[src/rtl/multicycle_controller.sv]
// Multicycle MIPS-style control unit: Moore FSM that sequences each instruction
// through fetch, decode, execute, memory and writeback states, plus a
// retired-instruction counter.
//
// Ports:
//   clk        rising-edge clock
//   reset      synchronous active-high reset
//   op         opcode from the instruction register (instr[31:26])
//   funct      R-type function field (instr[5:0])
//   zero       ALU zero flag, same cycle
//   iord       memory address select (0=PC, 1=ALUOut)
//   irwrite    instruction register write enable
//   memwrite   data memory write enable
//   regwrite   register file write enable
//   pcen       PC enable = pcwrite | (branch & zero)
//   regdst, memtoreg, alusrca  datapath mux selects
//   alusrcb    ALU B select (00=rt, 01=4, 10=signimm, 11=signimm<<2)
//   pcsrc      next-PC select (00=ALU, 01=ALUOut, 10=jump target)
//   alucontrol ALU operation
//   ZeroExt    result select (00=ALU, 01=lui, 10=xori)
//   state      current FSM state (debug)
//   instret    retired-instruction count, wraps
module multicycle_controller #(
  parameter int unsigned INSTRET_W = 32
) (
  input  logic                 clk,
  input  logic                 reset,
  input  logic [5:0]           op,
  input  logic [5:0]           funct,
  input  logic                 zero,
  output logic                 iord,
  output logic                 irwrite,
  output logic                 memwrite,
  output logic                 regwrite,
  output logic                 pcen,
  output logic                 regdst,
  output logic                 memtoreg,
  output logic                 alusrca,
  output logic [1:0]           alusrcb,
  output logic [1:0]           pcsrc,
  output logic [2:0]           alucontrol,
  output logic [1:0]           ZeroExt,
  output logic [3:0]           state,
  output logic [INSTRET_W-1:0] instret
);

  localparam logic [5:0] OP_RTYPE = 6'b000000;
  localparam logic [5:0] OP_LW    = 6'b100011;
  localparam logic [5:0] OP_SW    = 6'b101011;
  localparam logic [5:0] OP_BEQ   = 6'b000100;
  localparam logic [5:0] OP_ADDI  = 6'b001000;
  localparam logic [5:0] OP_J     = 6'b000010;
  localparam logic [5:0] OP_XORI  = 6'b001110;
  localparam logic [5:0] OP_LUI   = 6'b001111;

  localparam logic [2:0] ALU_AND = 3'b000;
  localparam logic [2:0] ALU_OR  = 3'b001;
  localparam logic [2:0] ALU_ADD = 3'b010;
  localparam logic [2:0] ALU_SUB = 3'b110;
  localparam logic [2:0] ALU_SLT = 3'b111;

  typedef enum logic [3:0] {
    FETCH  = 4'd0,
    DECODE = 4'd1,
    MEMADR = 4'd2,
    MEMRD  = 4'd3,
    MEMWB  = 4'd4,
    MEMWR  = 4'd5,
    EXEC   = 4'd6,
    ALUWB  = 4'd7,
    BRANCH = 4'd8,
    ADDIEX = 4'd9,
    ADDIWB = 4'd10,
    JUMP   = 4'd11,
    XORIWB = 4'd12,
    LUIWB  = 4'd13
  } state_t;

  state_t state_q;
  state_t next_state;
  logic   pcwrite;
  logic   branch;
  logic   retire_c;

  // State register
  always_ff @(posedge clk) begin
    if (reset) state_q <= FETCH;
    else       state_q <= next_state;
  end

  // Retired-instruction counter; bumps on the edge leaving a terminal state
  always_ff @(posedge clk) begin
    if (reset)         instret <= '0;
    else if (retire_c) instret <= instret + INSTRET_W'(1);
  end

  // Next-state and Moore output decode
  always_comb begin
    next_state = FETCH;
    iord       = 1'b0;
    irwrite    = 1'b0;
    memwrite   = 1'b0;
    regwrite   = 1'b0;
    pcwrite    = 1'b0;
    branch     = 1'b0;
    regdst     = 1'b0;
    memtoreg   = 1'b0;
    alusrca    = 1'b0;
    alusrcb    = 2'b00;
    pcsrc      = 2'b00;
    alucontrol = ALU_AND;
    ZeroExt    = 2'b00;
    retire_c   = 1'b0;

    case (state_q)
      FETCH: begin
        alusrcb    = 2'b01;
        alucontrol = ALU_ADD;
        irwrite    = 1'b1;
        pcwrite    = 1'b1;
        next_state = DECODE;
      end
      DECODE: begin
        alusrcb    = 2'b11;
        alucontrol = ALU_ADD;
        case (op)
          OP_LW, OP_SW: next_state = MEMADR;
          OP_RTYPE:     next_state = EXEC;
          OP_BEQ:       next_state = BRANCH;
          OP_ADDI:      next_state = ADDIEX;
          OP_J:         next_state = JUMP;
          OP_XORI:      next_state = XORIWB;
          OP_LUI:       next_state = LUIWB;
          default:      next_state = FETCH;
        endcase
      end
      MEMADR: begin
        alusrca    = 1'b1;
        alusrcb    = 2'b10;
        alucontrol = ALU_ADD;
        next_state = (op == OP_SW) ? MEMWR : MEMRD;
      end
      MEMRD: begin
        iord       = 1'b1;
        next_state = MEMWB;
      end
      MEMWB: begin
        memtoreg = 1'b1;
        regwrite = 1'b1;
        retire_c = 1'b1;
      end
      MEMWR: begin
        iord     = 1'b1;
        memwrite = 1'b1;
        retire_c = 1'b1;
      end
      EXEC: begin
        alusrca = 1'b1;
        case (funct)
          6'b100000: alucontrol = ALU_ADD;
          6'b100010: alucontrol = ALU_SUB;
          6'b100100: alucontrol = ALU_AND;
          6'b100101: alucontrol = ALU_OR;
          6'b101010: alucontrol = ALU_SLT;
          default:   alucontrol = ALU_ADD;
        endcase
        next_state = ALUWB;
      end
      ALUWB: begin
        regdst   = 1'b1;
        regwrite = 1'b1;
        retire_c = 1'b1;
      end
      BRANCH: begin
        alusrca    = 1'b1;
        alucontrol = ALU_SUB;
        pcsrc      = 2'b01;
        branch     = 1'b1;
        retire_c   = 1'b1;
      end
      ADDIEX: begin
        alusrca    = 1'b1;
        alusrcb    = 2'b10;
        alucontrol = ALU_ADD;
        next_state = ADDIWB;
      end
      ADDIWB: begin
        regwrite = 1'b1;
        retire_c = 1'b1;
      end
      JUMP: begin
        pcsrc    = 2'b10;
        pcwrite  = 1'b1;
        retire_c = 1'b1;
      end
      XORIWB: begin
        regwrite = 1'b1;
        ZeroExt  = 2'b10;
        retire_c = 1'b1;
      end
      LUIWB: begin
        regwrite = 1'b1;
        ZeroExt  = 2'b01;
        retire_c = 1'b1;
      end
      default: next_state = FETCH;
    endcase

    // Reset abandons the current instruction: no writes, outputs look like FETCH
    if (reset) begin
      next_state = FETCH;
      iord       = 1'b0;
      irwrite    = 1'b0;
      memwrite   = 1'b0;
      regwrite   = 1'b0;
      pcwrite    = 1'b0;
      branch     = 1'b0;
      regdst     = 1'b0;
      memtoreg   = 1'b0;
      alusrca    = 1'b0;
      alusrcb    = 2'b01;
      pcsrc      = 2'b00;
      alucontrol = ALU_ADD;
      ZeroExt    = 2'b00;
      retire_c   = 1'b0;
    end
  end

  assign pcen  = pcwrite | (branch & zero);
  assign state = state_q;

endmodule
[config.mk]
export PLATFORM = sky130hd
export DESIGN_NAME = multicycle_controller
export DESIGN_NICKNAME = d
export VERILOG_FILES = /design/src/rtl/multicycle_controller.sv
export SDC_FILE = /design/constraint.sdc
export NUM_CORES = 1
export LEC_CHECK = 0
export BUFFER_PORTS_ARGS = -buffer_cell sky130_fd_sc_hd__buf_2
export CAP_MARGIN = 20
export CORE_ASPECT_RATIO = 1.5
export CORE_MARGIN = 4
export CORE_UTILIZATION = 51
export DETAILED_ROUTE_END_ITERATION = 10
export GPL_ROUTABILITY_DRIVEN = 0
export PLACE_DENSITY = 0.8
export SYNTH_ARGS = -nofsm -noshare
export SYNTH_HDL_FRONTEND = slang
export SYNTH_SLANG_ARGS = --single-unit
[constraint.sdc]
create_clock -name clk -period 2.7 [get_ports clk]
set_clock_uncertainty 0.1 [all_clocks]
set_input_delay 0.27 -clock clk [delete_from_list [all_inputs] [get_ports clk]]
set_output_delay 0.27 -clock clk [all_outputs]
set_load 0.03 [all_outputs]
; ---- Word level (Yosys, flattened, before mapping)
; Index checks and enable logic that the tools add are counted.
[word_totals]
ff_bits = 36
out_inout_bits = 53
elab_cells = 71
[classes]
n_addsub = 1
n_eq_ne = 24
muxes = 32
n_bitwise = 2
n_reduce_logical = 10
[op_table]
columns = op, n
row1 = $eq 6x6->1 const B, 6
row2 = $add 32x1->32 const B, 1
row3 = $pmux 4 s7, 1
row4 = $eq 4x4->1 const B, 6
row5 = $pmux 4 s6, 1
row6 = $mux 1, 20
row7 = $eq 6x4->1 const B, 3
row8 = $eq 4x3->1 const B, 4
row9 = $pmux 3 s4, 1
row10 = $pmux 3 s3, 1
row11 = $eq 4x2->1 const B, 2
row12 = $pmux 2 s2, 2
row13 = $reduce_or 2->1, 4
row14 = $reduce_or 4->1, 2
row15 = $reduce_or 8->1, 1
row16 = $eq 6x2->1 const B, 1
row17 = $eq 6x3->1 const B, 1
row18 = $logic_not 6->1, 1
row19 = $mux 2, 3
row20 = $mux 3, 2
row21 = $pmux 2 s3, 1
row22 = $reduce_or 5->1, 1
row23 = $eq 4x1->1 const B, 1
row24 = $logic_not 4->1, 1
row25 = 2 further kinds, 2

; ---- Logic depth before layout (Yosys ltp)
; Gate-level depths: netlist (run 1).
[depth]
word_depth = 5
ltp_mapped = 7

; ---- Least setup slack after synthesis (run 1)
; OpenSTA, ideal clock, no wires.
[synth_path]
path_type = flip-flop to output port
start = register state_q[1] (netlist: state[1])
end = output port alusrcb[1]
t_arrival_ps = 2057
required_time_ps = 2330
setup_slack_ps = 273
path_stages_with_launch = 5
path_buffers = 2
path_cell_list = dfxtp_1 -> clkbuf_1 -> clkbuf_1 -> nand2_1 -> a211oi_1
[synth_between]
elab_chain_len = 4
elab_cells_between_ends = 7
classes_between = 3 x eq/ne / 2 x mux / 2 x reduce/logical
[synth_rtl]
columns = element, line
row1 = "start, declared", 79  ; state_t state_q;
row2 = "start signal, assigned", 88  ; else state_q <= next_state;
row3 = $eq 4x4->1 / $eq 4x2->1 (equally long branches), 115  ; case (state_q)
row4 = $reduce_or 2->1 (no source line), n/a
row5 = $pmux 2 s3 (*), 115
row6 = $mux 2 (*), 210  ; if (reset) begin
row7 = "end, declared", 39  ; output logic [1:0] alusrcb,
; Mark *: on every way between the ends. The rest lies on a longest branch, timed or not.

; ---- Worst setup path after layout (run 1)
[layout_path]
start = register instret[6]
end = register instret[28]
[layout_between]
elab_chain_len = 1
[layout_rtl]
columns = element, line
row1 = "start, declared", 44  ; output logic [INSTRET_W-1:0] instret
row2 = "start signal, assigned", 94  ; else if (retire_c) instret <= instret + INSTRET_W'(1);
row3 = $add 32x1->32, 94
; No other way between the ends.
; A chain may end at the register's enable or synchronous reset.

==> results.md, run 1 <==
- Endpoint arrival time on the critical path: 2330 ps
- Placed Cells incl. Taps: 378
- Worst path setup slack after routing: 488 ps
- Vias in the first global route: 2012
- Syn-to-layout area delta: 22.7%
- Core Rows: 28
- Die area: 5270 um^2
- Clock latency on the worst-skew pair: 280 ps
- Detailed-placement wirelength estimate: 3890 um
- Final core area utilization: 65.1%
- Count of inserted antenna diode cells: 0
- Most common library cell in the layout ignoring fill and taps: sky130_fd_sc_hd__buf_2
- Initial antenna violation count: 0
- X dimension of the die: 60.6 um
- Number of buffers created by CTS: 5
- Top achievable clock speed: 452 MHz
- Result of the run: finished, final reports clean
- Worst Reg2Reg Path Length in Cells: 5
- Clock tree sinks: 36
- Mean cell area of the mapped netlist: 7.65 um^2
- Total power density per cell area: 423 nW/um^2
- Root Buffer Master: sky130_fd_sc_hd__clkbuf_8
- Critical setup path kind: flip-flop to flip-flop
- Synthesized instance count: 277
- Final Hold Violating Endpoints: 0
- Count of port buffers added during placement: 67
- Fraction of layout instances using a drive strength above 1: 26.4%
- Worst hold margin: 271 ps
- Origin of the worst min-delay path: op[4]
- Part of the Yosys area used for sequential elements: 34.0%
- Total negative slack: 0 ps
- Leading cell types in the layout, fill and taps excluded: sky130_fd_sc_hd__buf_2, sky130_fd_sc_hd__nor2_1, sky130_fd_sc_hd__dfxtp_1, sky130_fd_sc_hd__o21ai_0, sky130_fd_sc_hd__a21oi_1
- Core area: 3990 um^2
- Total DRC errors in the routed layout: 0
- Number of nets in the finished design: 356
- TritonCTS clock tree: yes
- Gates resized, CTS repair: 0
- Hold depth: 4
- Global-route total usage across every layer: 21.2%
- Endpoint, Worst Hold: state[0]
- Placement Setup Slack: 507 ps
- VDD IR max: 0.406 mV
- Final Instance Area: 2600 um^2
- CTS Hold Bufs: 0
- Crit. End Element: flip-flop
- Max-capacitance violation count: 0
- Slew at the pin closest to its max-slew limit: 769 ps
- Total number of vias: 2276
- Max-slew headroom at the worst pin: 48.7%
- Clock period minus final worst setup slack: 2210 ps
- Worst r2r dst: instret[28]
- Crit path launch type: flip-flop
- Initial core utilization: 53.1%
- Detailed router's first-iteration violation count: 138
- Synthesis-stage register bit count: 36
- Global-route wire length before repair: 8770 um
- Flop2flop setup slack: 490 ps
- Setup Fix Bufs, Post-CTS: 0
- Number of warnings issued by yosys: 0
- Tightest Hold Check Type: input port to flip-flop
- Sum of routed wire length over all layers: 5340 um
- Pin count of the biggest net entering global routing: 45
- Max Slew Vio Count: 0
- Leftover overflow at the end of global routing: 0
- Power Total: 1.10 mW
- Vert. Die Dim: 87.0 um
- Cell area after placement: 2490 um^2
- Final count of negative-setup-slack endpoints: 0
- Net Count, Synth: 293
- Netlist cell types: 42
- Buffers from clock root to sink, at most: 2
- R2R Path Start: instret[6]
- Mapped cell area: 2120 um^2
- Number of primary I/O pins: 68
- Detailed-routing iteration count for the pre-antenna-repair pass: 4
- Number of standard cells in the layout, taps in and fillers out: 386
- LEAKAGE: 1.05 nW
- Count of H-tree levels built during CTS: 2
- Clock transition at the registers of the reported paths: 70 ps
- RSZ-0062 raised after global routing: false
- Crit path required time: 2810 ps
- Final period utilization: 81.9%
- DR vias/cell: 5.90
- Crit path max fanout: 14
- ANT nets after route: 0
- Per-cell routed wire length: 13.8 um
## cell usage after synthesis (all sizes together)
master   number  area (um^2)
a2111oi       2         17.5
a211oi        2         27.5
a21o          1         7.51
a21oi        18         90.1
a22oi         1         7.51
a31oi         3         18.8
and2          1         6.26
and3          3         18.8
and4          1         8.76
buf           2         10.0
clkbuf       16         60.1
dfxtp        36          721
ha            1         12.5
inv           6         22.5
nand2        17         63.8
nand2b        3         23.8
nand3         7         35.0
nand3b        2         15.0
nand4        10         62.6
nand4b        1         8.76
nor2         41          154
nor2b         3         18.8
nor3         18          111
nor4          3         18.8
nor4bb        1         10.0
o2111ai       5         43.8
o211a         1         10.0
o211ai        9         77.6
o21a          2         15.0
o21ai        18         90.1
o22ai         2         12.5
o31ai         5         37.5
or2           1         6.26
or3          10         62.6
or4           4         30.0
xnor2         5         43.8
xor2         16          140
## logic make-up after synthesis
family          share of synthesized area, %
simple gates                            30.9
xor+xnor                                8.68
flops                                   34.0
fa+ha+maj                              0.590
buf+inv                                 4.37
compound gates                          21.5
## worst max-delay path by stage
stage | start | endpoint | slack, ps | cells past startpoint
3_3_place_gp | instret[4] | instret[28] | 600 | 5
6_report | instret[6] | instret[28] | 490 | 5
2_1_floorplan | state[1] | alusrcb[1] | 270 | 4
3_5_place_dp | instret[4] | instret[28] | 510 | 5
4_1_cts | instret[5] | instret[28] | 490 | 5
5_1_grt | instret[5] | instret[28] | 270 | 5
## sequential cells by signal, indices dropped and copies added, names as in the netlist
name     cells
instret     32
state        4
## layout make-up
type	count	area, um^2
tap	45	56.3
timing repair buffer	74	388
fill	373	1390
clock inverter	2	35.0
inverter	6	22.5
multi-input combinational	217	1310
sequential	36	721
clock buffer	6	72.6
## per-layer routing
| layer | global-route usage [%] | up-vias | part of all wire, % |
|---|---|---|---|
| met1 | 24.3 | 1054 | 39 |
| met4 | 7.69 | 0 | 2.4 |
| li1 | - | 1136 | - |
| met2 | 37.8 | 74 | 53 |
| met5 | 0 | - | 0 |
| met3 | 4.15 | 12 | 5.1 |
## where the power goes
part / switching, mW / total [mW] / internal [mW]
Sequential: 0.00300 / 0.536 / 0.533
Clock: 0.190 / 0.464 / 0.274
Combinational: 0.0684 / 0.101 / 0.0327
Total: 0.261 / 1.10 / 0.840
## critical path, cell delays in order, from the launching register on
cell and delay (ps):
sky130_fd_sc_hd__dfxtp_1 410, sky130_fd_sc_hd__nand4_1 300, sky130_fd_sc_hd__nor3_2 390, sky130_fd_sc_hd__o211ai_2 280, sky130_fd_sc_hd__or4_1 520, sky130_fd_sc_hd__a21oi_1 140
Note: power is estimated with default switching activity, not from simulation.
==> inputs of run 2 (changes only) <==
- clock period: 2.7 -> 2.1 ns (I/O delays scaled with it)
==> run 2 against run 1 <==
  * Die area is the same
  * First-iteration DRC count shrank 44%
  * Critical path depth shrank 1
  * Clock-buffer cell count grew 2
  * Critical path type is now flip-flop to primary output
==> results.md, run 2 (same netlist as run 1, synthesis figures left out) <==
- Critical setup path kind: flip-flop to primary output
- Flop2flop setup slack: 160 ps
- Cell area after placement: 2620 um^2
- Largest register FFs: 32
- Detailed router's first-iteration violation count: 77
- Number of buffers created by CTS: 5
- Max-slew headroom at the worst pin: 71.0%
- Number of primary I/O pins: 68
- Most flop-heavy register: instret
- Total negative slack: 0 ps
- Leftover overflow at the end of global routing: 0
- Total number of vias: 2315
- X dimension of the die: 60.6 um
- Crit path required time: 1790 ps
- LEAKAGE: 1.12 nW
- Detailed-placement wirelength estimate: 4030 um
- Crit. End Element: primary output
- Die area: 5270 um^2
- Vias in the first global route: 2198
- Max-capacitance violation count: 0
- Final Instance Area: 2730 um^2
- Global-route total usage across every layer: 21.4%
- TritonCTS clock tree: yes
- Fraction of layout instances using a drive strength above 1: 30.3%
- ANT nets after route: 0
- Pin count of the biggest net entering global routing: 36
- Count of inserted antenna diode cells: 0
- Top achievable clock speed: 500 MHz
- Final core area utilization: 68.3%
- Count of port buffers added during placement: 67
- Slew at the pin closest to its max-slew limit: 424 ps
- R2R Path Start: state[3]
- Vert. Die Dim: 87.0 um
- Core area: 3990 um^2
- Syn-to-layout area delta: 28.7%
- Hold depth: 3
- Clock period minus final worst setup slack: 2000 ps
- Count of H-tree levels built during CTS: 2
- Initial core utilization: 53.1%
- Global-route wire length before repair: 9010 um
- Max Slew Vio Count: 0
- Number of nets in the finished design: 371
- Clock tree sinks: 36
- Final period utilization: 95.3%
- VDD IR max: 0.559 mV
- Endpoint arrival time on the critical path: 1690 ps
- Root Buffer Master: sky130_fd_sc_hd__clkbuf_8
- Crit path max fanout: 13
- Sum of routed wire length over all layers: 5360 um
- Number of filler cells placed in the layout: 363
- Final Hold Violating Endpoints: 0
- Clock latency on the worst-skew pair: 280 ps
- Crit path launch type: flip-flop
- Core Rows: 28
- Detailed-routing iteration count for the pre-antenna-repair pass: 4
- Worst r2r dst: instret[23]
- Tightest Hold Check Type: input port to flip-flop
- Leading cell types in the layout, fill and taps excluded: sky130_fd_sc_hd__buf_2, sky130_fd_sc_hd__nor2_1, sky130_fd_sc_hd__dfxtp_1, sky130_fd_sc_hd__buf_4
- Worst hold margin: 156 ps
- Worst Reg2Reg Path Length in Cells: 5
- Per-cell routed wire length: 13.4 um
- Power Total: 1.32 mW
- Final count of negative-setup-slack endpoints: 0
- DR vias/cell: 5.77
- Clock transition at the registers of the reported paths: 60 ps
- Total power density per cell area: 484 nW/um^2
- Origin of the worst min-delay path: op[4]
- Result of the run: finished, final reports clean
- Total DRC errors in the routed layout: 0
- Endpoint, Worst Hold: state[1]
- RSZ-0062 raised after global routing: false
- Initial antenna violation count: 0
- Buffers from clock root to sink, at most: 2
- Most common library cell in the layout ignoring fill and taps: sky130_fd_sc_hd__buf_2
==> run 2: worst max path at each step <==
stage / end / slack (ps) / startpoint
floorplan: alucontrol[2] / -30 / state[1]
global placement: instret[28] / 150 / instret[6]
detailed placement: instret[28] / 70 / instret[6]
CTS: instret[28] / 50 / instret[6]
global route: instret[23] / 40 / state[3]
finish: alucontrol[2] / 100 / state[1]
==> run 2: final cells by class <==
class | instances | area (um^2) | share of cell area, %
Inverter | 6 | 22.5 | 0.826
Multi-Input combinational cell | 217 | 1340 | 49.0
Timing Repair Buffer | 89 | 500 | 18.3
Sequential cell | 36 | 722 | 26.5
Tap cell | 45 | 56.3 | 2.06
Clock buffer | 8 | 90.1 | 3.30
==> run 2: report_power, final <==
| group | internal [mW] | switching, mW |
|---|---|---|
| logic | 0.0452 | 0.0900 |
| registers | 0.686 | 0.00272 |
| clock network | 0.267 | 0.229 |
==> run 2: routing by layer <==
layer,routed length (um),global-route usage (%),share of wire (%),vias up
li1,-,-,-,1165
met1,2140,23.6,40,1078
met2,2900,39.2,54,62
met3,253,4.01,4.7,10
met4,76,7.30,1.4,0
met5,0,0,0,-
==> run 2: timing repair <==
item,4_1_cts,5_1_grt
hold buffers,0,0
resized for setup,0,2
endpoints found under the setup margin,0,5
setup buffers,0,1
==> run 2: worst max-delay path, cell delays in order (launching register included) <==
cell and delay [ps]:
sky130_fd_sc_hd__dfxtp_1 370, sky130_fd_sc_hd__buf_4 200, sky130_fd_sc_hd__or3_1 430, sky130_fd_sc_hd__o22ai_1 180
sky130_fd_sc_hd__buf_2 220
==> run 2: metrics by stage <==
stage	worst slack [ps]	instances
2_1_floorplan	-33.0	277
3_3_place_gp	152	392
3_5_place_dp	71.7	392
4_1_cts	46.3	400
5_1_grt	37.7	401
6_report	99.7	401
==> inputs of run 3 (changes only) <==
- CORE_MARGIN: 4 -> 2
- RECOVER_POWER: not set -> 100
==> run 3 against run 2 <==
  * Maximum frequency shrank 0.61%
  * Power grew 13%
  * Critical path depth is the same
  * Utilization shrank 0.41 points
  * Combinational power is essentially flat
  * Sequential power is essentially flat
  * Register-to-register slack lost 60 ps
  * Sequential share of layout area grew 0.39 points
  * Non-clock buffer count shrank 3
  * Critical path type unchanged
  * Critical endpoint unchanged
==> results.md, run 3 (same netlist as run 1, synthesis figures left out) <==
- Result of the run: finished, final reports clean
- Worst Reg2Reg Path Length in Cells: 5
- Final period utilization: 95.8%
- Top achievable clock speed: 497 MHz
- Crit path launch type: flip-flop
- Per-cell routed wire length: 13.9 um
- Hold depth: 2
- Total DRC errors in the routed layout: 0
- Total power density per cell area: 555 nW/um^2
- Cell area after placement: 2600 um^2
- Number of nets in the finished design: 368
- Vert. Die Dim: 83.0 um
- Endpoint, Worst Hold: instret[17]
- Count of H-tree levels built during CTS: 2
- Detailed router's first-iteration violation count: 76
- Clock power share: 44.9%
- Global-route total usage across every layer: 23.9%
- CTS Hold Bufs: 0
- Critical setup path kind: flip-flop to primary output
- Detailed-routing iteration count for the pre-antenna-repair pass: 4
- Global-route wire length before repair: 9300 um
- DR vias/cell: 5.84
- Final count of negative-setup-slack endpoints: 0
- Largest register FFs: 32
- Vias in the first global route: 2207
- Leading cell types in the layout, fill and taps excluded: sky130_fd_sc_hd__nor2_1, sky130_fd_sc_hd__clkbuf_1, sky130_fd_sc_hd__dfxtp_1, sky130_fd_sc_hd__buf_2
- Total number of vias: 2325
- Core Rows: 28
- Fraction of layout instances using a drive strength above 1: 20.4%
- Initial antenna violation count: 0
- Final Instance Area: 2690 um^2
- Part of the total power dissipated in combinational logic: 9.0%
- Number of primary I/O pins: 68
- Number of standard cells in the layout, taps in and fillers out: 398
- Max Slew Vio Count: 0
- Tightest Hold Check Type: input port to flip-flop
- TritonCTS clock tree: yes
- LEAKAGE: 0.955 nW
- Most common library cell in the layout ignoring fill and taps: sky130_fd_sc_hd__nor2_1
- Flop2flop setup slack: 100 ps
- Clock latency on the worst-skew pair: 290 ps
- Leftover overflow at the end of global routing: 0
- R2R Path Start: instret[5]
- ANT nets after route: 0
- Sequential Power Share: 46.2%
- Bufs and invs on worst path: 2
- VDD IR max: 0.497 mV
- Clock period minus final worst setup slack: 2010 ps
- Root Buffer Master: sky130_fd_sc_hd__clkbuf_8
- Power Total: 1.49 mW
- Buffers from clock root to sink, at most: 2
- Sw power: 343 uW
- Clock tree sinks: 36
- Core area: 3960 um^2
- Crit path required time: 1790 ps
- Worst path setup slack after routing: 87.3 ps
- Clock transition at the registers of the reported paths: 70 ps
- Crit. End Element: primary output
- Net switching share of the total power: 23.0%
- RSZ-0062 raised after global routing: true
- Number of buffers created by CTS: 5
- Syn-to-layout area delta: 26.8%
- Max incr delay on CP: 440 ps
- Endpoint arrival time on the critical path: 1700 ps
- Placement Setup Slack: 89.3 ps
- Sum of routed wire length over all layers: 5520 um
- Most flop-heavy register: instret
- Largest delay contributor family on the critical path: simple AND/OR/NAND/NOR gates
- Die area: 4700 um^2
- Internal power component: 1.15 mW
- Cell depth of the worst setup path: 4
- Placed Cells incl. Taps: 390
- Pin count of the biggest net entering global routing: 32
- Critical-path top delay cell: sky130_fd_sc_hd__or3_1
- Worst r2r dst: instret[28]
- X dimension of the die: 56.6 um
- Final Hold Violating Endpoints: 0
- Max-slew headroom at the worst pin: 69.3%
- Count of inserted antenna diode cells: 0
- Max-capacitance violation count: 0
- Count of port buffers added during placement: 67
- Detailed-placement wirelength estimate: 3920 um
- Cells traversed along the worst timing path: buf_4, or3_1, o22ai_1, buf_2
- Crit path max fanout: 17
- Worst hold margin: 158 ps
- Slew at the pin closest to its max-slew limit: 449 ps
- Origin of the worst min-delay path: reset
- Initial core utilization: 53.5%
## run 3: power groups by stage
stage,logic (mW),clock network [mW],registers (mW)
2_1_floorplan,0.0846,0,0.713
3_3_place_gp,0.132,0,0.704
3_5_place_dp,0.133,0,0.704
4_1_cts,0.134,0.674,0.689
5_1_grt,0.146,0.703,0.689
6_report,0.134,0.669,0.689
## run 3: cell type report
type                    instances  area [um^2]
fillers                       367         1270
multi-input cells             217         1330
inverters                       6         22.5
clock buffers                   7         96.3
flip-flops and latches         36          722
clock inverters                 1         30.0
well taps                      45         56.3
repair buffers                 86          428
## run 3: how the worst max path moves through the flow
stage / end / slack [ps] / from
after global placement: instret[28] / 170 / instret[3]
after floorplan: alucontrol[2] / -30 / state[1]
after detailed placement: instret[28] / 90 / instret[3]
after global routing: instret[28] / -7 / instret[5]
final: alucontrol[2] / 90 / state[1]
after CTS: instret[28] / 60 / instret[3]
## run 3: stage by stage
stage	TNS, ps	util [%]
CTS	0	68.9
finish	0	67.9
floorplan	-71.1	-
global route	-6.63	67.9
global placement	0	65.7
detailed placement	0	65.7
## run 3: routing by layer
layer / track usage, % / wire (um) / vias to the layer above
li1: - / - / 1149
met4: 9.31 / 68 / 0
met3: 3.12 / 176 / 6
met2: 43.9 / 2950 / 51
met1: 27.1 / 2320 / 1119
met5: 0 / 0 / -
## run 3: timing repair
action,CTS,global route
gates resized for setup,0,2
endpoints found under the hold margin,0,0
endpoints found under the setup margin,0,1
setup buffers,0,0
